File: src/rtl/com_rx_fifo.sv
// Receive byte FIFO between the UART receiver and serial_ctrl.
// First-word-fall-through, sticky overrun and a registered threshold interrupt.
module com_rx_fifo #(
    parameter int DEPTH_LOG2    = 4,
    parameter int INT_THRESHOLD = 1
) (
    input  logic                  clk,
    input  logic                  rst_n,
    input  logic                  rxdReady_i,
    input  logic [7:0]            rxdData_i,
    input  logic                  pop_i,
    input  logic                  clearOvr_i,
    output logic [7:0]            data_o,
    output logic                  empty_o,
    output logic                  full_o,
    output logic [DEPTH_LOG2:0]   count_o,
    output logic                  overrun_o,
    output logic                  int_o
);

    localparam int DEPTH = 1 << DEPTH_LOG2;
    localparam int CNT_W = DEPTH_LOG2 + 1;
    localparam logic [CNT_W-1:0] CNT_FULL = CNT_W'(DEPTH);
    localparam logic [CNT_W-1:0] CNT_THR = CNT_W'(INT_THRESHOLD);
    localparam logic [CNT_W-1:0] CNT_ONE = CNT_W'(1);
    localparam logic [DEPTH_LOG2-1:0] PTR_ONE = DEPTH_LOG2'(1);

    logic [7:0]            mem [DEPTH];
    logic [DEPTH_LOG2-1:0] wr_ptr;
    logic [DEPTH_LOG2-1:0] rd_ptr;
    logic [CNT_W-1:0]      count;
    logic [CNT_W-1:0]      count_next;
    logic                  empty;
    logic                  full;
    logic                  pop_eff;
    logic                  push_eff;
    logic                  ovr_event;

    assign empty = (count == '0);
    assign full  = (count == CNT_FULL);

    // A pop on a full FIFO frees the slot the coinciding push lands in.
    always_comb begin
        pop_eff    = pop_i & ~empty;
        push_eff   = rxdReady_i & (~full | pop_eff);
        ovr_event  = rxdReady_i & full & ~pop_eff;
        count_next = count;
        unique case ({push_eff, pop_eff})
            2'b10:   count_next = count + CNT_ONE;
            2'b01:   count_next = count - CNT_ONE;
            default: count_next = count;
        endcase
    end

    always_ff @(posedge clk or negedge rst_n) begin
        if (!rst_n) begin
            wr_ptr    <= '0;
            rd_ptr    <= '0;
            count     <= '0;
            overrun_o <= 1'b0;
            int_o     <= 1'b0;
        end else begin
            if (push_eff) wr_ptr <= wr_ptr + PTR_ONE;
            if (pop_eff)  rd_ptr <= rd_ptr + PTR_ONE;
            count <= count_next;
            int_o <= (count_next >= CNT_THR);
            // A new drop wins over a simultaneous clear.
            if (ovr_event)       overrun_o <= 1'b1;
            else if (clearOvr_i) overrun_o <= 1'b0;
        end
    end

    always_ff @(posedge clk) begin
        if (push_eff) mem[wr_ptr] <= rxdData_i;
    end

    assign data_o  = empty ? 8'h00 : mem[rd_ptr];
    assign empty_o = empty;
    assign full_o  = full;
    assign count_o = count;

endmodule

File: config.mk
export PLATFORM = sky130hd
export DESIGN_NAME = com_rx_fifo
export DESIGN_NICKNAME = d
export VERILOG_FILES = /design/src/rtl/com_rx_fifo.sv
export SDC_FILE = /design/constraint.sdc
export NUM_CORES = 1
export LEC_CHECK = 0
export ABC_AREA = 0
export BUFFER_PORTS_ARGS = -buffer_cell sky130_fd_sc_hd__buf_2
export CORE_UTILIZATION = 50
export CTS_CLUSTER_DIAMETER = 50
export DETAILED_ROUTE_END_ITERATION = 7
export GPL_TIMING_DRIVEN = 0
export PLACE_DENSITY = 0.67
export SKIP_CTS_REPAIR_TIMING = 1
export SYNTH_ARGS = -nofsm -noshare
export SYNTH_HDL_FRONTEND = slang
export SYNTH_SLANG_ARGS = --single-unit
File: constraint.sdc
create_clock -name clk -period 8.4 [get_ports clk]
set_clock_uncertainty 0.2 [all_clocks]
set_input_delay 1.68 -clock clk [delete_from_list [all_inputs] [get_ports clk]]
set_output_delay 1.68 -clock clk [all_outputs]
set_load 0.005 [all_outputs]
==> impl_metrics.csv, run 1 <==
group,metric,value,unit
status,status,"complete, no violations",
logic_synthesis,yosysWarnings,0,
logic_synthesis,synth_edf_count,128,
power_and_ir_drop,power_frac_clock,34.5,%
route,drtIter0Drc,219,
grt,grt_first_pass_wirelength,16.0,mm
layout,antenna_cells,0,
route,ant_nets,0,
layout,drive_gt1_share,31.1,%
floorplan,initial_core_util,52.4,%
grt,grt_pass1_vias,2807,
logic_synthesis,synthAdderAreaFrac,1.73,%
placed_design,placed_area,6120,sq um
power_and_ir_drop,power_density,364,nW/um^2
power_and_ir_drop,p_switching,0.000659,W
worst_hold_path,hold_path.startpoint,"overrun_o",
timing,hold_ws,0.340,ns
timing,setup_viol,0,
logic_synthesis,postSynthCellCount,286,
critical_path,path_class,"flop to output pin",
logic_synthesis,yosysTopAreaCell,"edfxtp_1",
layout,design_area,6790,sq um
logic_synthesis,netlist_top_cells_count,"128 x edfxtp_1, 40 x mux4_2, 15 x dfrtp_1",
logic_synthesis,yosysMostFrequentCell,"edfxtp_1",
worst_hold_path,hold_class,"flop to flop",
logic_synthesis,ys_seq_elements,143,
clocking,h-tree-depth,4,
floorplan,die-area,12000,sq um
layout,syn_to_final_growth,17.5,%
logic_synthesis,synth_top_cell_area_share,66.5,%
clocking,clock_sinks,143,
timing,fin_tns_setup,0,ns
timing,rsz0062_at_grt,"no",
clocking,tritoncts,"yes",
clocking,clock_latency,0.41,ns
critical_path,start_kind,"flop",
logic_synthesis,syn_nets,307,
floorplan,row_count,38,
logic_synthesis,yosysUniqueCellTypes,30,
logic_synthesis,synth_mux_area_share,16.0,%
timing,period_needed,4.74,ns
floorplan,ioPinCount,30,
logic_synthesis,avgSynthCellArea,20.2,sq um
logic_synthesis,synth_compound_area_share,1.21,%
clocking,cts-root-buf,"clkbuf_16",
logic_synthesis,yosys-top-cells-area,"edfxtp_1 66%, mux4_2 16%, dfrtp_1 6.5%",
layout,layout.nets,357,
timing,worst_slew_pin_slew,0.973,ns
clocking,path_clk_slew,0.05,ns
logic_synthesis,syn-cell-area,5780,sq um
logic_synthesis,async_flop_share,10.5,%
logic_synthesis,synth_top_family_by_area,"multiplexers",
critical_path,crit_start,"rd_ptr[1]",
critical_path,path_buf_inv,3,
route,drc,0,
placed_design,portBuffers,29,
critical_path,cp.arrival,2.86,ns
grt,grt_antenna_before_repair,1,
critical_path,r2r_setup_slack,4.78,ns
flow_run,maxCapViolCount,0,
placed_design,gp_congestion,0.756,
route,wirelength,10.5,mm
floorplan,die_height,110,um
power_and_ir_drop,p_sw_share,26.7,%
power_and_ir_drop,pwr-share-seq,37.2,%
logic_synthesis,seq_area_frac_synth,73.0,%
logic_synthesis,yosys.area_share.simple,4.07,%
critical_path,worstReg2RegStart,"count_o[2]",
floorplan,die_w,110,um
route,drt-pass1-iter-count,4,
power_and_ir_drop,ir_drop,251,uV
critical_path,critPathRequiredTime,6.52,ns
grt,grt_max_degree,17,
logic_synthesis,synth-main-ff-cell,"edfxtp_1",
critical_path,cp-end-kind,"output pin",
timing,max_freq,211,MHz
critical_path,worstPathMaxFanout,10,
critical_path,crit_slowest_cell,"clkbuf_1",
timing,slew_violations,0,
power_and_ir_drop,p_int,0.00181,W
clocking,numCtsBuffers,17,
timing,hold_viol_final,0,
placed_design,hpwlAfterDp,7.10,mm
grt,grt_util_all_layers,19.8,%
critical_path,crit_chain,"clkbuf_1, clkbuf_1, mux4_2, mux4_2, nor2b_1, buf_2",
floorplan,coreArea,11000,sq um
critical_path,max_stage_delay,0.57,ns
route,vias,2742,
route,avgRoutedWirePerCell,21.5,um
grt,gr-total-overflow,0,
route,vias_per_cell,5.63,
power_and_ir_drop,power_leakage,2.34,nW
logic_synthesis,synth_xor_area_share,1.97,%
clocking,clk_path_buf_depth,2,
critical_path,crit_family,"buffers and inverters",
power_and_ir_drop,pwr-share-comb,28.3,%
timing,fin_crit_sh,56.4,%
timing,slew_headroom,34.8,%
layout,fill_cells,795,
[through the flow]
| step | total power (W) | worst slack (ns) | std cells | util [%] |
|---|---|---|---|---|
| finish | 0.00247 | 3.66 | 487 | 61.6 |
| global placement | 0.00162 | 3.98 | 455 | 55.3 |
| detailed placement | 0.00164 | 3.98 | 457 | 55.5 |
| floorplan | 0.00142 | 4.31 | 286 | - |
| global route | 0.00258 | 3.50 | 487 | 61.6 |
| CTS | 0.00249 | 3.63 | 487 | 61.6 |
[flip-flops by register name, indices dropped and copies added, names as in the netlist]
| register | cells |
|---|---|
| mem | 128 |
| count_o | 5 |
| rd_ptr | 4 |
| wr_ptr | 4 |
| int_o | 1 |
| overrun_o | 1 |
[kinds of logic (layout without fill, tap and decap cells)]
group                      Yosys count  count (layout)
AOI/OAI and AO/OA                   11              11
xor gates and xnor gates            13              13
adders and majority gates            8               8
buffers and inverters               23              84
DFF                                143             143
muxes                               42              42
and+or+nand+nor                     46              46
[layout by cell type, fill, tap and decap left out, drive strengths merged, types with 3 or more instances in the layout]
cell type	count
nor2b	11
dfrtp	15
clkinv	5
nor2	14
nand2	8
xnor2	6
ha	8
edfxtp	128
mux4	40
bufinv	7
nor3	5
clkbuf	23
o21ai	3
inv	7
a21oi	3
xor2	7
buf	41
[per-layer routing]
metal	track usage (%)	wire length [um]	vias to the layer above
li1	-	-	1242
met1	27.6	4810	1416
met2	29.4	4980	67
met3	6.88	558	15
met4	6.95	123	2
met5	0	9	-
[power by group through the flow]
stage               clock network [W]  registers (W)  logic, W
global placement                    0       0.000928  0.000694
finish                       0.000851       0.000918  0.000699
detailed placement                  0       0.000932  0.000712
CTS                          0.000860       0.000919  0.000715
global route                 0.000887       0.000928  0.000766
floorplan                           0       0.000923  0.000501
[final timing paths]
check,depth (start not counted),end
setup reg to reg,14,int_o
min in group asynchronous,1,count_o[0]
setup / recovery,6,data_o[0]
hold reg to reg,2,overrun_o
hold / removal,2,overrun_o
max in group asynchronous,1,rd_ptr[1]
[area by class of cell]
cell class / count / area (sq um) / share of cell area (%)
sequential: 143 / 4220 / 62.1
multi-input combinational: 120 / 1450 / 21.4
buffer: 16 / 92.6 / 1.36
clock inverter: 13 / 244 / 3.59
inverter: 7 / 26.3 / 0.387
timing repair buffer: 31 / 155 / 2.28
tap: 140 / 175 / 2.58
clock buffer: 17 / 425 / 6.26
[tightest hold or removal path: cells and delay by family, from the launching register on]
family / cells / cell delay, ns
AOI/OAI and AO/OA: 1 / 0.07
DFF: 1 / 0.37
buffers and inverters: 1 / 0.05
Note: power is estimated with default switching activity, not from simulation.
==> run 2: changes to the inputs <==
--- a/config.mk
+++ b/config.mk
@@ -5,7 +5,7 @@
 export SDC_FILE = /design/constraint.sdc
 export NUM_CORES = 1
 export LEC_CHECK = 0
-export ABC_AREA = 0
+export ABC_AREA = 1
 export BUFFER_PORTS_ARGS = -buffer_cell sky130_fd_sc_hd__buf_2
 export CORE_UTILIZATION = 50
 export CTS_CLUSTER_DIAMETER = 50
==> constraint.sdc (replaced) <==
create_clock -name clk -period 4.7 [get_ports clk]
set_clock_uncertainty 0.2 [all_clocks]
set_input_delay 0.94 -clock clk [delete_from_list [all_inputs] [get_ports clk]]
set_output_delay 0.94 -clock clk [all_outputs]
set_load 0.005 [all_outputs]
==> run 2 against run 1 <==
Against the previous run:
- core utilization fell by 2.6 points
- routed wire length up 43%
- synthesized cell count up 91%
- total power increased by 90%
- worst hold slack got worse by 0.11 ns
- first-iteration DRC count grew 110%
==> impl_metrics.csv, run 2 <==
group,metric,value,unit
flow_run,maxCapViolCount,0,
layout,regMostFlops,"mem",
layout,syn_to_final_growth,15.2,%
route,vias_per_cell,5.57,
layout,layout.nets,616,
timing,hold_viol_final,0,
clocking,clock_sinks,143,
critical_path,r2r_cells,17,
grt,grt_first_pass_wirelength,22.8,mm
power_and_ir_drop,power_density,664,nW/um^2
route,drtIter0Drc,469,
timing,fin_crit_sh,71.0,%
clocking,clock_latency,0.42,ns
layout,fill_cells,963,
route,vias,4202,
critical_path,crit_start,"rd_ptr[1]",
layout,largest_reg_flops,128,
critical_path,cp.arrival,2.19,ns
timing,max_freq,300,MHz
layout,design_area,7080,sq um
clocking,cts-root-buf,"clkbuf_16",
logic_synthesis,yosysTopAreaCell,"edfxtp_1",
logic_synthesis,yosysWarnings,0,
critical_path,start_kind,"flop",
placed_design,pre_cts_slack,1.59,ns
floorplan,ioPinCount,30,
grt,grt_util_all_layers,25.3,%
clocking,clk_path_buf_depth,2,
placed_design,dpl.cell_count,723,
route,ant_nets,0,
clocking,numCtsBuffers,17,
critical_path,worstReg2RegStart,"count_o[2]",
floorplan,die_height,113,um
critical_path,endpoint,"data_o[5]",
logic_synthesis,seq_area_frac_synth,68.7,%
logic_synthesis,yosys-top-cells-area,"edfxtp_1 63%, nand2_1 10%, dfrtp_1 6.1%",
floorplan,row_count,40,
status,status,"complete, no violations",
timing,period_needed,3.33,ns
timing,worst_slew_pin_slew,0.896,ns
floorplan,initial_core_util,51.2,%
clocking,path_clk_slew,0.06,ns
route,avgRoutedWirePerCell,19.9,um
critical_path,critPathRequiredTime,3.56,ns
critical_path,worstPathMaxFanout,10,
logic_synthesis,synth-main-ff-cell,"edfxtp_1",
grt,grt_pass1_vias,4111,
placed_design,portBuffers,29,
layout,multi_input_area,1640,sq um
layout,final_cell_count_no_fill,755,
route,drc,0,
logic_synthesis,async_flop_share,10.5,%
power_and_ir_drop,ir_drop,277,uV
grt,gr-total-overflow,0,
timing,slew_headroom,40.0,%
logic_synthesis,ys_seq_elements,143,
layout,drive_gt1_share,16.3,%
grt,grt_antenna_before_repair,0,
critical_path,r2r_end,"int_o",
layout,final_common_cell,"nand2_1",
logic_synthesis,netlist_top_cells_count,"164 x nand2_1, 128 x edfxtp_1, 72 x nand3_1",
logic_synthesis,syn-cell-area,6140,sq um
layout,antenna_cells,0,
grt,grt_max_degree,17,
logic_synthesis,avgSynthCellArea,11.2,sq um
logic_synthesis,postSynthCellCount,547,
layout,final_core_util,58.9,%
layout,layout_common_cells,"164 x nand2_1, 128 x edfxtp_1, 72 x nand3_1",
critical_path,cp-end-kind,"output pin",
logic_synthesis,synth_edf_count,128,
timing,slew_violations,0,
timing,setup_viol,0,
route,drt-pass1-iter-count,5,
logic_synthesis,yosysMostFrequentCell,"nand2_1",
timing,rsz0062_at_grt,"no",
placed_design,gp_congestion,0.974,
floorplan,die_w,113,um
placed_design,placed_area,6470,sq um
route,wirelength,15.0,mm
critical_path,path_class,"flop to output pin",
clocking,tritoncts,"yes",
timing,finalWorstSetupSlack,1.37,ns
timing,fin_tns_setup,0,ns
placed_design,hpwlAfterDp,9.85,mm
clocking,h-tree-depth,4,
floorplan,coreArea,12000,sq um
logic_synthesis,syn_nets,568,
power_and_ir_drop,power_leakage,2.80,nW
layout,seqCellArea,4220,sq um
critical_path,r2r_setup_slack,1.66,ns
floorplan,die-area,12700,sq um
worst_hold_path,hold_class,"input port to asynchronous set/reset pin",
logic_synthesis,synth_top_cell_area_share,62.6,%
logic_synthesis,yosysUniqueCellTypes,25,
run 2: changes by cell type after synthesis, moves of 12 or more:
cell     delta
nand2_1   +156
a21oi_1    +22
mux4_2     -40
inv_1      +13
nand3_1    +72
o21ai_0    +12
nor2_1     +24
run 2: report_power, final:
group	switching [W]	internal [W]	total, W	leakage (nW)
Sequential	0.0000884	0.00156	0.00164	1.33
Combinational	0.00112	0.000557	0.00168	1.17
Clock	0.000497	0.000879	0.00138	0.298
Total	0.00171	0.00299	0.00470	2.80
run 2: through the flow:
step | hold WS [ns] | total power, W
after floorplan | 0.302 | 0.00274
after global placement | 0.307 | 0.00327
after detailed placement | 0.336 | 0.00331
after CTS | 0.225 | 0.00468
after global routing | 0.256 | 0.00494
final | 0.231 | 0.00470
run 2: kinds of logic after synthesis:
logic type,Yosys count,synth area share (%)
simple gates,283,19.3
flops,143,68.7
buf+inv,55,4.72
compound gates,48,4.24
xor+xnor,9,1.28
fa+ha+maj,8,1.63
mux,1,0.163
run 2: how the worst min path moves through the flow:
stage	from	endpoint	slack, ns	depth (start not counted)
floorplan	wr_ptr[2]	wr_ptr[2]	0.30	1
global placement	overrun_o	overrun_o	0.31	2
detailed placement	overrun_o	overrun_o	0.34	2
CTS	rst_n	count_o[4]	0.23	1
global route	rst_n	count_o[4]	0.26	1
finish	rst_n	count_o[3]	0.23	1
run 2: critical path, stage by stage (launching register included):
cell and delay (ns):
dfrtp_1 0.35, buf_2 0.22, inv_2 0.11, buf_2 0.21
nand3_1 0.11, nand2_1 0.11, a21oi_1 0.16, o31ai_1 0.10
a21oi_1 0.23, buf_2 0.16
run 2: area by class of cell:
| cell class | instances | area share (%) |
|---|---|---|
| Buffer | 27 | 2.62 |
| Tap cell | 147 | 2.60 |
| Sequential cell | 143 | 59.6 |
| Timing Repair Buffer | 29 | 2.05 |
| Multi-Input combinational cell | 349 | 23.1 |
| Clock inverter | 13 | 2.40 |
| Clock buffer | 19 | 6.12 |
| Inverter | 28 | 1.49 |
run 2: per-layer routing:
metal | wire length [um] | GRT usage, % | vias up
li1 | - | - | 1969
met1 | 6260 | 33.0 | 1977
met2 | 6960 | 39.0 | 211
met3 | 1120 | 5.89 | 45
met4 | 659 | 15.2 | 0
met5 | 0 | 0 | -
==> run 3: changes to the inputs <==
==> constraint.sdc (replaced) <==
create_clock -name clk -period 3.2 [get_ports clk]
set_clock_uncertainty 0.2 [all_clocks]
set_input_delay 0.64 -clock clk [delete_from_list [all_inputs] [get_ports clk]]
set_output_delay 0.64 -clock clk [all_outputs]
set_load 0.005 [all_outputs]
==> run 3 against run 2 <==
Against the previous run:
- total power rose by 47%
- first-iteration DRC count rose by 5.1%
- critical path type unchanged
- critical path depth unchanged
- routed wire length shrank 0.83%
- clock power is 46% higher
- flip-flop and latch count did not move
- design area grew 0.25%
- via count grew 0.64%
- sequential share of layout area down 0.15 points
- worst hold slack got worse by 0.011 ns
- combinational power grew 47%
==> impl_metrics.csv, run 3 (synthesis gave the netlist of run 2 again) <==
group,metric,value,unit
route,ant_nets,0,
clocking,clock_latency,0.42,ns
timing,slew_headroom,42.6,%
clocking,path_clk_slew,0.06,ns
power_and_ir_drop,p_sw_share,36.2,%
critical_path,path_buf_inv,4,
layout,final_core_util,59.1,%
layout,drive_gt1_share,16.4,%
timing,finalWorstSetupSlack,0.197,ns
critical_path,critPathRequiredTime,2.36,ns
power_and_ir_drop,power_leakage,2.81,nW
critical_path,path_class,"flop to output pin",
floorplan,coreArea,12000,sq um
timing,setup_viol,0,
placed_design,gp_congestion,0.974,
floorplan,initial_core_util,51.2,%
floorplan,die-area,12700,sq um
critical_path,crit_slowest_cell,"dfrtp_1",
power_and_ir_drop,total_power,0.00690,W
layout,design_area,7090,sq um
critical_path,crit_chain,"buf_2, inv_2, buf_2, nand3_1, nand2_1, a21oi_1, o31ai_1, a21oi_1, buf_2",
power_and_ir_drop,pwr-share-comb,35.8,%
placed_design,portBuffers,29,
power_and_ir_drop,p_int,0.00440,W
worst_hold_path,hold_class,"input port to flop",
grt,grt_antenna_before_repair,0,
timing,period_needed,3.00,ns
layout,final_common_cell,"nand2_1",
clocking,tritoncts,"yes",
power_and_ir_drop,power_frac_clock,29.2,%
layout,layout_common_cells,"164 x nand2_1, 128 x edfxtp_1, 72 x nand3_1",
power_and_ir_drop,power_density,972,nW/um^2
critical_path,start_kind,"flop",
layout,syn_to_final_growth,15.5,%
route,vias_per_cell,5.59,
grt,grt_util_all_layers,25.3,%
critical_path,max_stage_delay,0.36,ns
floorplan,row_count,40,
route,vias,4229,
clocking,clk_path_buf_depth,2,
layout,largest_reg_flops,128,
placed_design,pre_cts_slack,0.186,ns
power_and_ir_drop,p_switching,0.00250,W
grt,gr-total-overflow,0,
placed_design,hpwlAfterDp,9.85,mm
critical_path,worstPathMaxFanout,10,
power_and_ir_drop,ir_drop,410,uV
status,status,"complete, no violations",
clocking,cts-root-buf,"clkbuf_16",
critical_path,cp.arrival,2.16,ns
route,avgRoutedWirePerCell,19.7,um
floorplan,die_w,113,um
clocking,h-tree-depth,4,
layout,layout.nets,618,
grt,grt_first_pass_wirelength,22.8,mm
critical_path,cp-end-kind,"output pin",
timing,rsz0062_at_grt,"no",
floorplan,die_height,113,um
route,drc,0,
grt,grt_pass1_vias,4111,
placed_design,placed_area,6470,sq um
timing,fin_tns_setup,0,ns
clocking,numCtsBuffers,17,
timing,max_freq,333,MHz
timing,slew_violations,0,
critical_path,crit_family,"buffers and inverters",
clocking,clock_sinks,143,
layout,fill_cells,961,
layout,regMostFlops,"mem",
floorplan,ioPinCount,30,
route,wirelength,14.9,mm
timing,worst_slew_pin_slew,0.858,ns
critical_path,cp_common_cell,"buf_2",
timing,fin_crit_sh,93.8,%
timing,hold_viol_final,0,
flow_run,maxCapViolCount,0,
route,drt-pass1-iter-count,6,
route,drtIter0Drc,493,
power_and_ir_drop,pwr-share-seq,35.0,%
layout,antenna_cells,0,
grt,grt_max_degree,17,
-- run 3: cell count changes in the layout (fill, tap and decap cells not counted), sizes merged --
cell | before | now
buf | 54 | 55
dlygate4sd3 | 0 | 1
-- run 3: power groups by stage --
stage	logic (W)	registers [W]	clock network (W)
floorplan	0.00160	0.00242	0
global placement	0.00237	0.00244	0
detailed placement	0.00241	0.00245	0
CTS	0.00243	0.00241	0.00204
global route	0.00271	0.00244	0.00211
finish	0.00247	0.00241	0.00202
-- run 3: worst reg2reg max path: stages, from the launching register on --
cell	delay [ns]
dfrtp_1	0.43
nor2_1	0.17
nand2_2	0.10
nor2_4	0.12
inv_2	0.04
nand2_2	0.07
inv_2	0.08
ha_1	0.19
buf_2	0.16
nand2_1	0.07
inv_1	0.06
nor2_1	0.15
ha_1	0.26
mux2i_1	0.12
inv_1	0.06
or2_2	0.27
nor2_1	0.12
nand3_1	0.08
-- run 3: stage by stage --
stage	cells	hold WS, ns
after global routing	757	0.216
after global placement	723	0.307
after floorplan	547	0.144
after CTS	755	-0.0748
after detailed placement	723	0.336
final	757	0.219
-- run 3: final timing paths --
kind	from	endpoint	slack (ns)	cells past startpoint
max	rd_ptr[1]	data_o[5]	0.20	9
min	clearOvr_i	overrun_o	0.22	2
max reg2reg	count_o[2]	int_o	0.33	17
min reg2reg	overrun_o	overrun_o	0.34	2
max in group asynchronous	rst_n	wr_ptr[3]	2.05	2
min in group asynchronous	rst_n	count_o[1]	0.47	2
-- run 3: layout make-up --
| cell class | count | area (sq um) | area share, % |
|---|---|---|---|
| clock buffers | 19 | 433 | 6.10 |
| multi-input cells | 349 | 1640 | 23.1 |
| clock inverters | 13 | 170 | 2.40 |
| flip-flops and latches | 143 | 4220 | 59.5 |
| repair buffers | 31 | 163 | 2.29 |
| well taps | 147 | 184 | 2.59 |
| plain buffers | 27 | 185 | 2.61 |
| inverters | 28 | 105 | 1.48 |
-- run 3: per-layer routing --
metal	routed length, um	global-route usage (%)	vias to the layer above
li1	-	-	1975
met1	6180	33.0	1983
met2	6890	39.0	219
met3	1140	5.89	52
met4	663	15.2	0
met5	0	0	-
